==> config.mk <==
export PLATFORM = sky130hd
export DESIGN_NAME = parking_gate_ctrl
export DESIGN_NICKNAME = d
export VERILOG_FILES = /design/src/rtl/parking_pkg.sv /design/src/rtl/occupancy_counter.sv /design/src/rtl/parking_gate_ctrl.sv
export SDC_FILE = /design/constraint.sdc
export NUM_CORES = 1
export LEC_CHECK = 0
export CAP_MARGIN = 0
export CORE_UTILIZATION = 57
export CTS_CLUSTER_DIAMETER = 150
export DETAILED_ROUTE_END_ITERATION = 6
export PLACE_DENSITY = 0.83
export REMOVE_ABC_BUFFERS = 1
export SYNTH_ARGS = -nofsm -noshare
export SYNTH_HDL_FRONTEND = slang
export SYNTH_HIERARCHICAL = 1
export SYNTH_SLANG_ARGS = --single-unit
export TNS_END_PERCENT = 50
==> constraint.sdc <==
create_clock -name clk -period 4.2 [get_ports clk]
set_input_delay 0.84 -clock clk [delete_from_list [all_inputs] [get_ports clk]]
set_output_delay 0.84 -clock clk [all_outputs]
set_load 0.005 [all_outputs]
==> src/rtl/parking_pkg.sv <==
// Shared types and default constants for the parking gate controller.
package parking_pkg;

  typedef enum logic [1:0] {
    IDLE,
    OPEN,
    DENY
  } gate_state_t;

  localparam int DEF_CAPACITY    = 10;
  localparam int DEF_OPEN_CYCLES = 50;

endpackage

==> src/rtl/occupancy_counter.sv <==
// Saturating up/down occupancy counter with full/empty decode
// and a sticky saturation error flag.
module occupancy_counter
  import parking_pkg::*;
#(
  parameter int CAPACITY = DEF_CAPACITY,
  parameter int CNT_W    = $clog2(CAPACITY + 1)
) (
  input  logic             clk,
  input  logic             rst,
  input  logic             up,
  input  logic             dn,
  output logic [CNT_W-1:0] count,
  output logic             full,
  output logic             empty,
  output logic             sat_err
);

  logic [CNT_W-1:0] cnt_q, cnt_d;
  logic             err_q, err_d;

  assign count   = cnt_q;
  assign full    = (cnt_q == CNT_W'(CAPACITY));
  assign empty   = (cnt_q == '0);
  assign sat_err = err_q;

  always_comb begin
    cnt_d = cnt_q;
    err_d = err_q;
    unique case (1'b1)
      (up && !dn): begin
        if (full) err_d = 1'b1;
        else      cnt_d = cnt_q + 1'b1;
      end
      (dn && !up): begin
        if (empty) err_d = 1'b1;
        else       cnt_d = cnt_q - 1'b1;
      end
      default: ;
    endcase
  end

  always_ff @(posedge clk or negedge rst) begin
    if (!rst) begin
      cnt_q <= '0;
      err_q <= 1'b0;
    end else begin
      cnt_q <= cnt_d;
      err_q <= err_d;
    end
  end

endmodule

==> src/rtl/parking_gate_ctrl.sv <==
// Car-park occupancy and entry-barrier controller.
// Optional PARK_STATS_EN adds peak occupancy and entry totals.
module parking_gate_ctrl
  import parking_pkg::*;
#(
  parameter int CAPACITY    = DEF_CAPACITY,
  parameter int OPEN_CYCLES = DEF_OPEN_CYCLES,
  parameter int CNT_W       = $clog2(CAPACITY + 1),
  parameter int TMR_W       = $clog2(OPEN_CYCLES + 1)
) (
  input  logic             clk,
  input  logic             rst,
  input  logic             entry_req,
  input  logic             incr,
  input  logic             decr,
  output logic [CNT_W-1:0] count,
  output logic             full,
  output logic             empty,
  output logic             gate_open,
`ifdef PARK_STATS_EN
  output logic [CNT_W-1:0] peak_count,
  output logic [15:0]      entries_total,
`endif
  output logic             deny,
  output logic             err
);

  gate_state_t      state_q, state_d;
  logic [TMR_W-1:0] timer_q, timer_d;
  logic             gate_q, gate_d;
  logic             req_q;
  logic             req_rise;

  occupancy_counter #(
    .CAPACITY (CAPACITY),
    .CNT_W    (CNT_W)
  ) u_occ (
    .clk     (clk),
    .rst     (rst),
    .up      (incr),
    .dn      (decr),
    .count   (count),
    .full    (full),
    .empty   (empty),
    .sat_err (err)
  );

  // Sampled every cycle, so a rise seen while OPEN is consumed there.
  assign req_rise  = entry_req && !req_q;
  assign gate_open = gate_q;
  assign deny      = (state_q == DENY);

  always_comb begin
    state_d = state_q;
    timer_d = timer_q;
    gate_d  = gate_q;
    unique case (state_q)
      IDLE: begin
        if (req_rise) begin
          if (full) begin
            state_d = DENY;
          end else begin
            state_d = OPEN;
            gate_d  = 1'b1;
            timer_d = TMR_W'(OPEN_CYCLES);
          end
        end
      end
      OPEN: begin
        if (timer_q != '0) timer_d = timer_q - 1'b1;
        if (incr || timer_q == TMR_W'(1)) begin
          state_d = IDLE;
          gate_d  = 1'b0;
          timer_d = '0;
        end
      end
      DENY: state_d = IDLE;
      default: begin
        state_d = IDLE;
        gate_d  = 1'b0;
        timer_d = '0;
      end
    endcase
  end

  always_ff @(posedge clk or negedge rst) begin
    if (!rst) begin
      state_q <= IDLE;
      timer_q <= '0;
      gate_q  <= 1'b0;
      req_q   <= 1'b0;
    end else begin
      state_q <= state_d;
      timer_q <= timer_d;
      gate_q  <= gate_d;
      req_q   <= entry_req;
    end
  end

`ifdef PARK_STATS_EN
  logic [CNT_W-1:0] peak_q, peak_d;
  logic [15:0]      tot_q, tot_d;
  logic [CNT_W-1:0] cnt_inc;

  assign cnt_inc       = count + 1'b1;
  assign peak_count    = peak_q;
  assign entries_total = tot_q;

  always_comb begin
    peak_d = peak_q;
    tot_d  = tot_q;
    if (incr && (decr || !full)) tot_d = tot_q + 16'd1;
    if (incr && !decr && !full && cnt_inc > peak_q) peak_d = cnt_inc;
  end

  always_ff @(posedge clk or negedge rst) begin
    if (!rst) begin
      peak_q <= '0;
      tot_q  <= '0;
    end else begin
      peak_q <= peak_d;
      tot_q  <= tot_d;
    end
  end
`endif

endmodule

==> summary.txt, run 1 <==
Outcome
  – Status: completed

Layout
  – Area taken by multi-input logic gates: around 570 um^2
  – NumNets Final: approximately 130
  – Most frequent cells in the layout: 15 x dfrtp_1, 13 x clkdlybuf4s50_1, 9 x inv_1
  – Fin area: 0.001154 mm^2
  – # fillers: between 100 and 150
  – Area delta synth->final: 15.54%
  – Fraction of final layout cells sized beyond drive strength 1: between 10 and 15%
  – Final Core Density: approximately 73%
  – Most common cell after layout, fill and taps aside: dfrtp_1
  – FF/Latch Area: roughly 380 um^2
  – # diodes: 0

Global route
  – Pin count of the biggest net entering global routing: 16
  – Total GRT Usage: approximately a quarter
  – Initial antenna violation count: 0
  – First-pass GRT wire length: about 3600 um
  – Grt ovf: 0
  – Vias in the first global route: about 790

Die
  – Die area: slightly below 0.002 mm^2
  – Die Span Y: roughly 44 um
  – Number of top-level pins: 14
  – Initial Utilization: 63.33%
  – # rows: 14
  – Die W: roughly 44 um
  – Core area: 0.001577 mm^2

Logic synthesis
  – Syn Area/Cell: about 9.6 um^2
  – Cells after synthesis: ~100
  – Post-synthesis sequential area ratio: between 30% and 40%
  – Post-synthesis cell type count: 38
  – Syn Std Cell Area: ~1000 um^2
  – Seq cells post-synth: 15
  – Ys Warns: 6

Clock network
  – Max clock buf depth: 2
  – H-tree depth: 1
  – Hold-fix buffers, CTS: 0
  – Clk Tree Root Cell: clkbuf_4
  – TritonCTS Buffers: 3
  – Clock sink count: 15
  – TritonCTS clock tree: yes
  – Worst-Skew Late Latency: just under 0.3 ns
  – Reg clk slew, reported paths: approximately 0.090 ns
  – Post-CTS setup buffers: 0
  – Post_cts resized: 0

Power
  – P per Cell Area: around 650 mW/mm^2
  – Peak supply drop: between 0.0004 and 0.0005 V
  – Power Total: approximately 0.74 mW
  – Leakage: ~0.50 nW

Route
  – Vias per Instance: approximately 6
  – Final ANT Viol Nets: 0
  – DRT iter0 DRCs: 39
  – Drt pass-1 iters: 6
  – DRT Wirelength: 1948 um
  – Via count: just over 800
  – Post-route DRC: 0
  – WL/cell: ~14 um

Timing
  – Final worst path period need: approximately 2.7 ns
  – Fin crit share: around 64%
  – Final slew viol count: 0
  – RSZ-0062 raised after global routing: no
  – Fmax: roughly 370 MHz
  – Setup violators final: 0
  – Worst-Margin Slew: approximately 0.64 ns
  – Slew HR: a little under three fifths
  – Max Clock Skew: between 0.003 and 0.004 ns
  – Final Hold Viols: 0
  – Setup TNS: 0 ns

Flow run
  – Max_cap viols: 0

Setup path
  – CP Class: primary input to register
  – CP endpoint kind: register
  – CP Cell Sequence: clkdlybuf4s50_1, inv_1, ha_1, xor2_1, ha_1, a21oi_1, xor2_1, a211oi_1, xnor2_1
  – Worst EP required: ~4.4 ns
  – CP arrival: 2.90 ns
  – CP max FO: 9
  – CP max-delay cell: clkdlybuf4s50_1
  – CP peak stage delay: ~0.54 ns
  – Startpoint types: primary input

Place
  – Area after DPL: 0.001126 mm^2
  – Routability-driven placement congestion ratio: around 0.90
  – Number of port buffers: 13

Hold path
  – Worst hold path class: register to register
## metrics by stage
| step | worst slack (ns) | hold WS, ns | instances |
|---|---|---|---|
| floorplan | 1.994 | 0.4650 | 102 |
| global placement | 1.373 | 0.4532 | 131 |
| detailed placement | 1.271 | 0.4581 | 131 |
| CTS | 1.549 | 0.4917 | 135 |
| global route | 1.437 | 0.5355 | 135 |
| finish | 1.517 | 0.4943 | 135 |
## synth_stat cells
| cell | n | share of area (%) |
|---|---|---|
| a2111oi_4 | 1 | 2.8 |
| a211oi_1 | 3 | 2.3 |
| a31oi_1 | 2 | 1.3 |
| a22oi_1 | 1 | 0.75 |
| o21ai_0 | 7 | 3.5 |
| inv_1 | 9 | 3.4 |
| mux2_2 | 1 | 1.1 |
| nor4_1 | 1 | 0.63 |
| nand2b_1 | 2 | 1.3 |
| nor4b_1 | 1 | 0.88 |
| or2_2 | 2 | 1.3 |
| or3_1 | 2 | 1.3 |
| or3b_4 | 1 | 1.1 |
| o21ba_2 | 1 | 1.0 |
| xor2_1 | 3 | 2.6 |
| or4b_1 | 1 | 1.0 |
| xnor2_1 | 2 | 1.8 |
| nor2b_1 | 2 | 1.3 |
| or3b_1 | 1 | 0.88 |
| dfrtp_1 | 15 | 38 |
| a311oi_1 | 1 | 0.88 |
| nor2_1 | 5 | 1.9 |
| and2b_1 | 1 | 0.75 |
| nand4b_1 | 1 | 0.88 |
| a31o_2 | 1 | 0.88 |
| o22ai_1 | 1 | 0.63 |
| nand2_1 | 5 | 1.9 |
| nand3b_1 | 2 | 1.5 |
| or4_1 | 1 | 0.75 |
| buf_6 | 2 | 2.3 |
| a21oi_1 | 7 | 3.5 |
| nor3_1 | 4 | 2.0 |
| and4bb_2 | 1 | 1.3 |
| a221oi_1 | 1 | 0.88 |
| nor3b_1 | 1 | 0.75 |
| nand3_1 | 3 | 1.5 |
| ha_1 | 7 | 8.8 |
| a21o_1 | 2 | 1.5 |
## state kept, by name, summed over array words and instances, names as in the netlist
name,flops
u_occ/sat_err,1
state_q,2
timer_q,6
req_q,1
gate_open,1
u_occ/count,4
## where the power goes
group	total (mW)	internal (mW)	switching, mW
sequential	0.280	0.200	0.0797
clock	0.0854	0.0354	0.0500
combinational	0.379	0.193	0.186
## cell type report
class	count	share of cell area (%)
flip-flops and latches	15	32.54
well taps	16	1.735
inverters	9	2.928
multi-input cells	78	49.13
repair buffers	13	11.28
clock buffers	3	1.952
clock inverters	1	0.4338
## routing by layer
| metal | track usage, % | share of wire (%) | vias up |
|---|---|---|---|
| met5 | 0 | 0 | - |
| met4 | 6.061 | 0.98 | 0 |
| met3 | 2.500 | 4.8 | 2 |
| met2 | 37.01 | 45 | 25 |
| met1 | 38.61 | 50 | 394 |
| li1 | - | - | 410 |
## worst max-delay path: cells and delay by family
family          cells  cell delay, ns
fa+ha+maj           2            0.51
buf+inv             2            0.63
xor+xnor            3            0.47
compound gates      2            0.47
## kinds of logic after synthesis
kind of cell	share of synthesized area [%]
AND/OR/NAND/NOR	22.68
AO/OA/AOI/OAI	19.80
flip-flops	37.59
multiplexers	1.128
XOR/XNOR	4.387
adder cells (fa/ha/maj)	8.772
buffers and inverters	5.639
## final timing paths
path	depth (start not counted)	to	startpoint	slack, ns
max in group asynchronous	1	u_occ/sat_err	rst	2.85
min reg2reg	1	u_occ/sat_err	u_occ/sat_err	0.49
max	9	u_occ/count[2]	incr	1.52
max reg2reg	7	state_q[0]	u_occ/count[0]	2.05
min	1	u_occ/sat_err	u_occ/sat_err	0.49
min in group asynchronous	1	timer_q[2]	rst	0.94
Note: power is estimated with default switching activity, not from simulation.
==> inputs of run 2 (changes only) <==
--- a/config.mk
+++ b/config.mk
@@ -6,10 +6,10 @@
 export NUM_CORES = 1
 export LEC_CHECK = 0
 export CAP_MARGIN = 0
-export CORE_UTILIZATION = 57
+export CORE_UTILIZATION = 53
 export CTS_CLUSTER_DIAMETER = 150
 export DETAILED_ROUTE_END_ITERATION = 6
-export PLACE_DENSITY = 0.83
+export PLACE_DENSITY = 0.78
 export REMOVE_ABC_BUFFERS = 1
 export SYNTH_ARGS = -nofsm -noshare
 export SYNTH_HDL_FRONTEND = slang
==> constraint.sdc (replaced) <==
create_clock -name clk -period 2.65 [get_ports clk]
set_input_delay 0.53 -clock clk [delete_from_list [all_inputs] [get_ports clk]]
set_output_delay 0.53 -clock clk [all_outputs]
set_load 0.005 [all_outputs]
==> summary.txt, run 2 (same netlist as run 1, synthesis figures left out) <==
Setup path
  – CP Cell Sequence: nor2_1, nand3_1, inv_1, clkdlybuf4s50_1 (was clkdlybuf4s50_1, inv_1, ha_1, xor2_1, ha_1, a21oi_1, xor2_1, a211oi_1, xnor2_1)
  – Startpoint types: register (was primary input)
  – CP Launch Point: u_occ/count[2] (was incr)
  – CP arrival: 1.79 ns (was 2.90 ns)
  – CP max FO: 6 (was 9)
  – CP peak stage delay: 0.50 ns (was 0.54 ns)
  – Critical Path End: full (was u_occ/count[2])
  – CP endpoint kind: output pin (was register)
  – Worst reg2reg startpoint: u_occ/count[2] (was u_occ/count[0])
  – Worst reg2reg endpoint: state_q[0] (unchanged)
  – R2R cell count: 7 (unchanged)
  – Worst EP required: 2.12 ns (was 4.41 ns)
  – CP max-delay cell: clkdlybuf4s50_1 (unchanged)
  – R2R Setup Slk: 0.53 ns (was 2.05 ns)
  – CP Class: register to output pin (was primary input to register)

Layout
  – Fin area: 0.001180 mm^2 (was 0.001154 mm^2)
  – Most frequent cells in the layout: 15 x dfrtp_1, 13 x clkdlybuf4s50_1, 9 x inv_1 (unchanged)
  – # diodes: 0 (unchanged)
  – Largest reg by FF count: timer_q (unchanged)
  – NumNets Final: 134 (was 132)
  – Final Core Density: 67.60% (was 73.17%)
  – Area delta synth->final: 18.17% (was 15.54%)
  – Most common cell after layout, fill and taps aside: dfrtp_1 (unchanged)
  – Max reg flops: 6 (unchanged)
  – Fraction of final layout cells sized beyond drive strength 1: 11.57% (was 10.08%)

Clock network
  – Hold-fix buffers, CTS: 0 (unchanged)
  – Max clock buf depth: 2 (unchanged)
  – TritonCTS clock tree: yes (unchanged)
  – H-tree depth: 1 (unchanged)
  – Worst-Skew Late Latency: 0.28 ns (was 0.29 ns)
  – TritonCTS Buffers: 3 (unchanged)
  – Post_cts resized: 0 (unchanged)
  – Clock sink count: 15 (unchanged)
  – Clk Tree Root Cell: clkbuf_4 (unchanged)
  – Post-CTS setup buffers: 0 (unchanged)
  – Reg clk slew, reported paths: 0.09 ns (about the same)

Hold path
  – Worst hold path class: register to register (unchanged)
  – HP Start: u_occ/sat_err (unchanged)

Timing
  – Final slew viol count: 0 (unchanged)
  – Final Hold Viols: 0 (unchanged)
  – Fin crit share: just under 90%
  – Setup TNS: 0 ns (unchanged)
  – Min Hold Slack: 0.4853 ns (was 0.4943 ns)
  – Worst-Margin Slew: 0.6925 ns (was 0.6422 ns)
  – Slew HR: 53.69% (was 57.05%)
  – Fmax: 430.4 MHz
  – Final worst path period need: between 2 and 2.5 ns
  – Setup violators final: 0 (unchanged)
  – Max Clock Skew: 0.001064 ns (was 0.003123 ns)
  – RSZ-0062 raised after global routing: no (unchanged)

Die
  – Number of top-level pins: 14 (unchanged)
  – Die W: 45.41 um (was 43.86 um)
  – Die Span Y: 45.41 um (was 43.86 um)
  – # rows: 15 (was 14)
  – Initial Utilization: 57.20% (was 63.33%)
  – Core area: 0.001745 mm^2 (was 0.001577 mm^2)
  – Die area: 0.002062 mm^2 (was 0.001923 mm^2)

Global route
  – Initial antenna violation count: 0 (unchanged)
  – First-pass GRT wire length: 3291 um (was 3601 um)
  – Grt ovf: 0 (unchanged)
  – Total GRT Usage: 22.42% (was 24.74%)
  – Vias in the first global route: 763 (was 794)
  – Pin count of the biggest net entering global routing: 16 (unchanged)

Place
  – Number of port buffers: 13 (unchanged)
  – Routability-driven placement congestion ratio: 0.8389 (was 0.8980)
  – Detailed Place HPWL: between 1000 and 1500 um
  – Area after DPL: 0.001152 mm^2 (was 0.001126 mm^2)

Route
  – DRT iter0 DRCs: 22 (was 39)
  – Final ANT Viol Nets: 0 (unchanged)
  – DRT Wirelength: 1958 um (was 1948 um)
  – Via count: 835 (was 831)
  – Post-route DRC: 0 (unchanged)
  – WL/cell: 13.41 um (was 14.43 um)
  – Drt pass-1 iters: 4 (was 6)
  – Vias per Instance: 5.719 (was 6.156)

Power
  – Peak supply drop: 0.0006689 V (was 0.0004184 V)
  – Power Total: 1.165 mW (was 0.7444 mW)
  – Leakage: 0.5110 nW (was 0.5011 nW)
  – P per Cell Area: 987.4 mW/mm^2 (was 645.3 mW/mm^2)

Flow run
  – Max_cap viols: 0 (unchanged)

Outcome
  – Status: completed (unchanged)
## run 2: changes by cell type in the layout (fill, tap and decap cells not counted), sizes merged
cell	change
buf	+2
## run 2: final cells by class
| class | instances | area [um^2] |
|---|---|---|
| timing repair buffer | 15 | 145.1 |
| inverter | 9 | 33.78 |
| tap | 25 | 31.28 |
| clock inverter | 1 | 5.005 |
| multi-input combinational | 78 | 566.8 |
| sequential | 15 | 375.4 |
| clock buffer | 3 | 22.52 |
| fill | 151 | 565.5 |
## run 2: metrics by stage
stage / setup WS [ns] / std cells
after floorplan: 0.7541 / 102
after global placement: 0.1820 / 142
after detailed placement: 0.1142 / 142
after CTS: 0.3188 / 146
after global routing: 0.1946 / 146
final: 0.3266 / 146
## run 2: worst min-delay path by stage
stage,end,slack [ns],cells past startpoint
6_report,u_occ/sat_err,0.49,1
5_1_grt,u_occ/sat_err,0.51,1
4_1_cts,u_occ/sat_err,0.49,1
3_5_place_dp,u_occ/sat_err,0.46,1
3_3_place_gp,u_occ/sat_err,0.45,1
2_1_floorplan,gate_open,0.23,0
## run 2: worst max-delay path, delay by kind of cell, from the launching register on
kind | cells | cell delay [ns]
and+or+nand+nor | 2 | 0.44
DFF | 1 | 0.45
buffers and inverters | 2 | 0.62
## run 2: power breakdown
group | switching, mW | internal [mW] | total [mW]
clock | 0.0753 | 0.0561 | 0.131
sequential | 0.121 | 0.318 | 0.438
combinational | 0.289 | 0.307 | 0.595
## run 2: metal layers
layer  up-vias  global-route usage [%]  routed length (um)
met3         2                   2.381                  85
met4         0                   12.12                  12
met1       403                   31.91                 983
met5         -                       0                   0
met2        19                   33.14                 876
li1        411                       -                   -
